<file path="src/rtl/wb_timer_mc.sv">
// wb_timer_mc: Wishbone machine timer with a 64-bit prescaled mtime and NUM_CMP
// compare channels (one-shot or auto-reload), each with a sticky W1C pending bit.
module wb_timer_mc #(
  parameter int WB_ADDR_WIDTH = 32,
  parameter int WB_DATA_WIDTH = 32,
  parameter int WB_SEL_WIDTH  = 4,
  parameter int NUM_CMP       = 2
) (
  input  logic                     clk_i,
  input  logic                     rst_i,
  input  logic [WB_ADDR_WIDTH-1:0] wb_addr_i,
  input  logic [WB_DATA_WIDTH-1:0] wb_data_i,
  input  logic                     wb_we_i,
  input  logic [WB_SEL_WIDTH-1:0]  wb_sel_i,
  input  logic                     wb_stb_i,
  input  logic                     wb_cyc_i,
  output logic                     wb_ack_o,
  output logic [WB_DATA_WIDTH-1:0] wb_data_o,
  output logic [NUM_CMP-1:0]       timer_irq_o,
  output logic                     timer_irq_any_o,
  output logic                     timer_mtimecmp_accessed_o
);

  function automatic logic [31:0] merge_bytes(input logic [31:0] old_v,
                                              input logic [31:0] new_v,
                                              input logic [3:0]  sel);
    logic [31:0] r;
    r = old_v;
    for (int b = 0; b < 4; b++) begin
      if (sel[b]) r[8*b +: 8] = new_v[8*b +: 8];
    end
    return r;
  endfunction

  logic [5:0]         a;
  logic [3:0]         ch;
  logic [1:0]         ch_reg;
  logic               ch_valid, accept, wr, tick;
  logic               unused_addr;
  logic               ack_q, ack_d, irq_any_q, irq_any_d, acc_q, acc_d;
  logic [31:0]        rdata_q, rdata_d, rd;
  logic [63:0]        mtime_q, mtime_d, presc_q, presc_d, cnt_q, cnt_d;
  logic [NUM_CMP-1:0] en_q, en_d, pend_q, pend_d, mode_q, mode_d, irq_q, irq_d, hit;
  logic [63:0]        cmp_q [NUM_CMP];
  logic [63:0]        cmp_d [NUM_CMP];
  logic [63:0]        period_q [NUM_CMP];
  logic [63:0]        period_d [NUM_CMP];

  assign a           = wb_addr_i[7:2];
  assign ch          = a[5:2] - 4'd2;
  assign ch_reg      = a[1:0];
  assign ch_valid    = (a[5:3] != 3'd0) && (ch < 4'(NUM_CMP));
  assign accept      = wb_cyc_i & wb_stb_i & ~ack_q;
  assign wr          = accept & wb_we_i;
  assign unused_addr = ^{wb_addr_i[WB_ADDR_WIDTH-1:8], wb_addr_i[1:0]};

  always_comb begin
    mtime_d = mtime_q;
    presc_d = presc_q;
    cnt_d   = cnt_q;
    en_d    = en_q;
    mode_d  = mode_q;
    hit     = '0;
    for (int n = 0; n < NUM_CMP; n++) begin
      cmp_d[n]    = cmp_q[n];
      period_d[n] = period_q[n];
      hit[n]      = (mtime_q >= cmp_q[n]);
    end

    tick = (presc_q != 64'd0) && (cnt_q >= presc_q);
    if (presc_q != 64'd0) cnt_d = tick ? 64'd1 : cnt_q + 64'd1;
    if (tick) mtime_d = mtime_q + 64'd1;

    for (int n = 0; n < NUM_CMP; n++) begin
      if (hit[n] && mode_q[n] && (period_q[n] != 64'd0)) cmp_d[n] = cmp_q[n] + period_q[n];
    end

    // hardware set is applied after the W1C so a same-cycle hit wins
    pend_d = pend_q;
    if (wr && (a == 6'd5) && wb_sel_i[0]) pend_d = pend_q & ~wb_data_i[NUM_CMP-1:0];
    pend_d = pend_d | hit;

    if (wr) begin
      case (a)
        6'd0: mtime_d = {mtime_q[63:32], merge_bytes(mtime_q[31:0], wb_data_i, wb_sel_i)};
        6'd1: mtime_d = {merge_bytes(mtime_q[63:32], wb_data_i, wb_sel_i), mtime_q[31:0]};
        6'd2: presc_d = {presc_q[63:32], merge_bytes(presc_q[31:0], wb_data_i, wb_sel_i)};
        6'd3: presc_d = {merge_bytes(presc_q[63:32], wb_data_i, wb_sel_i), presc_q[31:0]};
        6'd4: if (wb_sel_i[0]) en_d = wb_data_i[NUM_CMP-1:0];
        6'd6: if (wb_sel_i[0]) mode_d = wb_data_i[NUM_CMP-1:0];
        default: ;
      endcase
    end

    // a software CMP write overrides the reload; the other half keeps its old value
    if (wr && ch_valid) begin
      for (int n = 0; n < NUM_CMP; n++) begin
        if (ch == 4'(n)) begin
          case (ch_reg)
            2'd0: cmp_d[n] = {cmp_q[n][63:32], merge_bytes(cmp_q[n][31:0], wb_data_i, wb_sel_i)};
            2'd1: cmp_d[n] = {merge_bytes(cmp_q[n][63:32], wb_data_i, wb_sel_i), cmp_q[n][31:0]};
            2'd2: period_d[n] = {period_q[n][63:32],
                                 merge_bytes(period_q[n][31:0], wb_data_i, wb_sel_i)};
            default: period_d[n] = {merge_bytes(period_q[n][63:32], wb_data_i, wb_sel_i),
                                    period_q[n][31:0]};
          endcase
        end
      end
    end

    rd = '0;
    case (a)
      6'd0: rd = mtime_q[31:0];
      6'd1: rd = mtime_q[63:32];
      6'd2: rd = presc_q[31:0];
      6'd3: rd = presc_q[63:32];
      6'd4: rd[NUM_CMP-1:0] = en_q;
      6'd5: rd[NUM_CMP-1:0] = pend_q;
      6'd6: rd[NUM_CMP-1:0] = mode_q;
      default: begin
        if (ch_valid) begin
          for (int n = 0; n < NUM_CMP; n++) begin
            if (ch == 4'(n)) begin
              case (ch_reg)
                2'd0:    rd = cmp_q[n][31:0];
                2'd1:    rd = cmp_q[n][63:32];
                2'd2:    rd = period_q[n][31:0];
                default: rd = period_q[n][63:32];
              endcase
            end
          end
        end
      end
    endcase

    ack_d     = accept;
    rdata_d   = accept ? rd : rdata_q;
    irq_d     = pend_q & en_q;
    irq_any_d = |(pend_q & en_q);
    acc_d     = wr & ch_valid & ~ch_reg[1];
  end

  always_ff @(posedge clk_i) begin
    if (rst_i) begin
      ack_q     <= 1'b0;
      rdata_q   <= '0;
      mtime_q   <= '0;
      presc_q   <= '0;
      cnt_q     <= 64'd1;
      en_q      <= '0;
      pend_q    <= '0;
      mode_q    <= '0;
      irq_q     <= '0;
      irq_any_q <= 1'b0;
      acc_q     <= 1'b0;
      for (int n = 0; n < NUM_CMP; n++) begin
        cmp_q[n]    <= '1;
        period_q[n] <= '0;
      end
    end else begin
      ack_q     <= ack_d;
      rdata_q   <= rdata_d;
      mtime_q   <= mtime_d;
      presc_q   <= presc_d;
      cnt_q     <= cnt_d;
      en_q      <= en_d;
      pend_q    <= pend_d;
      mode_q    <= mode_d;
      irq_q     <= irq_d;
      irq_any_q <= irq_any_d;
      acc_q     <= acc_d;
      for (int n = 0; n < NUM_CMP; n++) begin
        cmp_q[n]    <= cmp_d[n];
        period_q[n] <= period_d[n];
      end
    end
  end

  assign wb_ack_o                  = ack_q;
  assign wb_data_o                 = rdata_q;
  assign timer_irq_o               = irq_q;
  assign timer_irq_any_o           = irq_any_q;
  assign timer_mtimecmp_accessed_o = acc_q;

endmodule
</file>
<file path="config.mk">
export PLATFORM = sky130hd
export DESIGN_NAME = wb_timer_mc
export DESIGN_NICKNAME = d
export VERILOG_FILES = /design/src/rtl/wb_timer_mc.sv
export SDC_FILE = /design/constraint.sdc
export NUM_CORES = 2
export LEC_CHECK = 0
export ABC_AREA = 1
export CELL_PAD_IN_SITES_DETAIL_PLACEMENT = 0
export CELL_PAD_IN_SITES_GLOBAL_PLACEMENT = 1
export CORE_UTILIZATION = 45
export CTS_CLUSTER_SIZE = 40
export DETAILED_ROUTE_END_ITERATION = 8
export MAX_ROUTING_LAYER = met4
export PLACE_DENSITY_LB_ADDON = 0.15
export SYNTH_ARGS = -nofsm -noshare
export SYNTH_HDL_FRONTEND = slang
export SYNTH_SLANG_ARGS = --single-unit
</file>
<file path="constraint.sdc">
create_clock -name clk_i -period 3.15 [get_ports clk_i]
set_input_delay 0.315 -clock clk_i [delete_from_list [all_inputs] [get_ports clk_i]]
set_output_delay 0.315 -clock clk_i [all_outputs]
set_load 0.05 [all_outputs]
</file>
# Word level (Yosys, flattened, before mapping)
# Memory sizes are Yosys's and may differ from the RTL's.
# Cells that the tools add are included.
# word_totals
regBits,235
ramBits,256
in_bits,73
output_inout_bits,37
word_cells,177
n_memories,2
# mem_list
memory,depth,word_bits,rd,rd_clocked_by_memory_dff,write_ports,line_no,rtl
cmp_q,2,64,2,0,2,44,logic [63:0] cmp_q [NUM_CMP];
period_q,2,64,2,0,2,46,logic [63:0] period_q [NUM_CMP];
# op_classes
n_addsub,5
magnitude_cmp,4
n_eq_ne,19
n_mux,68
n_bitwise,17
n_reduce_logical,37
# op_table
operator,count
$mux 64,13
$pmux 64 s2,6
$mux 8,36
$mux 128,2
$ge 64x64->1,3
$pmux 32 s3,2
$reduce_bool 64->1,3
$pmux 30 s5,1
$add 64x1->64 const B,2
$add 64x64->64,2
$mux 32,3
$reduce_and 4->1,8
$ne 3x3->1 const B,8
$eq 6x3->1 const B,3
$reduce_and 2->1,8
$pmux 2 s7,1
$eq 6x2->1 const B,2
$logic_and 1x1->1,9
$eq 6x1->1 const B,1
$logic_not 6->1,1
$reduce_and 3->1,2
$and 1x1->1,5
$and 2x2->2,2
$eq 4x1->1 const B,1
16 further kinds,26

# Logic depth before layout (Yosys ltp)
# depth
word_depth,8
ltp_mapped,22
ltp_nobuf,21

# Least setup slack after synthesis
# OpenSTA, ideal clock, no wires.
# synth_path
path_type,register -> register
from,mem cmp_q[0][0]
to,mem cmp_q[0][56]
setup_ns,0.115
arrival_time_ns,2.190
t_required_ns,3.035
slack_ns,0.845
stages_incl_launch_ff,22
n_path_buf,0
synth_period_minus_slack_ns,2.305
path_cell_list,dfxtp_1 ha_1 inv_1 fa_1 inv_1 nand3_1 nand3_1 nand2_1 nand2_1 nand2_1 nand2_1 nand2_1 nand2_1 nand2_1 nand2_1 nand2_1 nand2_1 nand2_1 nand3_1 nand2_1 nand2_1 nand2_1
# synth_lines
item,line_no
"start, declared",44

==> results.ini <==
[outcome]
status=complete, but fails checks
violations=DRC

[setup_path]
endpoint_kind=flop
worst-endpoint-arrival_ns=3.66
critical_path_required_ns=3.69
path_max_fanout=49
crit_type=flop to flop
start_kind=flop

[timing]
hold_slack_ns=0.08760
slew-limit-headroom_pct=31.57
drv_slew=0
fin_worst_skew_ns=0.04238
rsz0062_at_grt=no
finalWorstPathRequiredPeriod_ns=3.128
period_share_pct=99.29
tns_ns=0
final-hold-violation-count=0
tightest_slew_ns=1.024
setup_viol=0
max_freq_mhz=319.7

[placed_design]
finalWeightedCongestion=1.215
dpl_cell_area_sq_um=49610
port-buffer-count=83
dp_hpwl_mm=206.1

[grt]
grt_pass1_vias=49928
grt-ovfl-total=0
antenna_found_initial=24
grt_first_pass_wirelength_mm=363.0
grt_max_degree=135
grt_use_total_pct=52.70

[cts]
path_clk_slew_ns=0.07
insertion_delay_ns=0.68
htreeDepth=3
clock-sinks=491
numCtsBuffers=66
cts_setup_buffers=0
cts_tree=built
clockBufferDepth=3
clockRootBuffer=clkbuf_16

[pwr]
p_int_mw=11.55
report.power.total_mw=16.48
switchingPower_mw=4.931
swShare_pct=29.91
power_leakage_nw=26.93
power_frac_clock_pct=50.4
seqPwrFrac_pct=38.3
combPwrFrac_pct=11.4
powerDensity_nw_per_um2=316.9
ir_worst_vdd_mv=0.3371

[logic_synthesis]
syn-cell-area_sq_um=44510
synth_area_leaders=dfxtp_1 22%, nand2_1 21%, inv_1 9.2%, ha_1 9.1%, a21oi_1 6.7%
yosysSeqAreaShare_pct=22.08
yosys_warnings=0
syn_inst=7718
avgSynthCellArea_sq_um=5.767
yosys.area.top_type=dfxtp_1
ys_ff_latch=491
synth_top_area_share_pct=22.08
synth_fp_nets=8115
synth_cell_type_count=47

[floorplan]
fp.dieW_microns=316.5
num_io_pins=110
core_area_sq_um=97280
die_area_sq_um=100200
die_height_microns=316.5
rows=114
initial_utilization_pct=45.76

[detailed_routing]
drcViolationCount=4
wl_per_cell_microns=27.99
viasPerCell=6.060
ant_nets=0
via_count=56937
wirelength_mm=263.0
first_pass_iters=9
drtIter0Drc=8670

[finish]
fin_area_sq_um=52020
final_core_util_pct=53.48
drive_gt1_share_pct=7.638
fill_cells=10346
finalNetCount=8424
multiInputGateArea_sq_um=29560
area_growth_pct=16.88
seqCellArea_sq_um=9831

[run]
maxCapViolations=0

[worst_hold_path]
hp-class=input port to flop

## registers in the layout, summed over array words and instances (netlist names), 2 cells and up
| name | cells |
|---|---|
| cmp_q | 128 |
| wb_data_o | 32 |
| en_q | 2 |
| timer_irq_o | 2 |
| period_q | 128 |
| mode_q | 2 |
| presc_q | 64 |
| mtime_q | 64 |
| pend_q | 2 |
| cnt_q | 64 |
## through the flow
step | setup slack [ns] | instances
floorplan | 0.8450 | 7718
global placement | 0.1484 | 9235
detailed placement | 0.06166 | 9235
CTS | 0.2251 | 9354
global route | 0.006403 | 9383
finish | 0.02240 | 9396
## area by class of cell
| type | instances | share of cell area [%] |
|---|---|---|
| Sequential cell | 491 | 18.90 |
| Inverter | 1110 | 8.025 |
| Timing Repair Buffer | 517 | 8.607 |
| Multi-Input combinational cell | 5841 | 56.82 |
| Antenna cell | 42 | 0.2020 |
| Tap cell | 1276 | 3.069 |
| Clock buffer | 91 | 3.663 |
| Clock inverter | 28 | 0.7215 |
## worst paths after layout
path	endpoint	startpoint	cells past startpoint	slack, ns
max	cmp_q[0][7]	mtime_q[15]	16	0.02
min	cnt_q[45]	rst_i	2	0.09
max reg2reg	cmp_q[0][7]	mtime_q[15]	16	0.02
min reg2reg	en_q[1]	en_q[1]	2	0.49
## kinds of logic (layout without fill, tap and decap cells)
group	count (synthesis)	in the layout	synth area share (%)
other	0	42	0
XOR/XNOR	153	153	3.011
flip-flops	491	491	22.08
buffers and inverters	1386	1746	11.80
AO/OA/AOI/OAI	1282	1282	16.17
AND/OR/NAND/NOR	4082	4082	37.80
adder cells (fa/ha/maj)	324	324	9.142
## cells in the final DEF (no fill, tap or decap), drive strengths merged, types with 83 or more instances in the layout
cell type / n
a21oi: 601
a31oi: 107
buf: 435
clkbuf: 91
dfxtp: 491
ha: 322
inv: 1115
nand2: 2507
nand3: 570
nand4: 107
nor2: 651
nor3: 145
o21ai: 376
xor2: 83
## timing repair
item / CTS / global route
hold buffers: 0 / 0
hold endpoints to repair: 0 / 0
gates resized for setup: 0 / 6
endpoints found under the setup margin: 0 / 67
## per-layer routing
layer	share of wire [%]	vias to the layer above	GRT usage, %
met2	39	4039	70.46
li1	-	25772	-
met1	37	26106	61.59
met4	10	0	43.42
met5	0	-	-
met3	14	1020	20.41
## cell usage after synthesis, drive strengths merged
| cell type | n |
|---|---|
| o221ai | 21 |
| a221oi | 69 |
| nor4 | 57 |
| xnor2 | 70 |
| nand2 | 2507 |
| o22ai | 36 |
| ha | 322 |
| a31oi | 107 |
| nand3b | 27 |
| inv | 1108 |
| a21o | 6 |
| a21boi | 1 |
| or2 | 2 |
| and2 | 7 |
| xor2 | 83 |
| o21a | 8 |
| nor2 | 651 |
| dfxtp | 491 |
| buf | 64 |
| and3 | 6 |
| a211oi | 25 |
| nand4 | 107 |
| clkbuf | 212 |
| o21bai | 14 |
| a21oi | 601 |
| clkinv | 2 |
| nor3b | 3 |
| nand3 | 570 |
| o211ai | 15 |
| nor3 | 145 |
| o2111ai | 3 |
| fa | 2 |
| o21ai | 376 |
## power groups by stage
stage | Combinational (mW) | Clock, mW | Sequential, mW
finish | 1.88 | 8.30 | 6.31
floorplan | 0.746 | 0 | 6.50
CTS | 1.74 | 8.22 | 6.30
detailed placement | 1.73 | 0 | 6.44
global placement | 1.73 | 0 | 6.44
global route | 1.88 | 8.46 | 6.30
## worst max-delay path, cell delays in order (launching register included)
cell     delay, ns
dfxtp_1       0.84
ha_1          0.37
a21oi_1       0.14
o21ai_0       0.09
a21oi_1       0.13
nand2_1       0.13
nand2_1       0.08
nand2_1       0.05
nand2_1       0.13
nand2_1       0.14
nand2_2       0.14
buf_12        0.26
nand2_1       0.16
nand3_1       0.11
nand2_1       0.05
nand2_1       0.05
nand2_1       0.04
No activity file was read; power rests on OpenSTA's default activity.
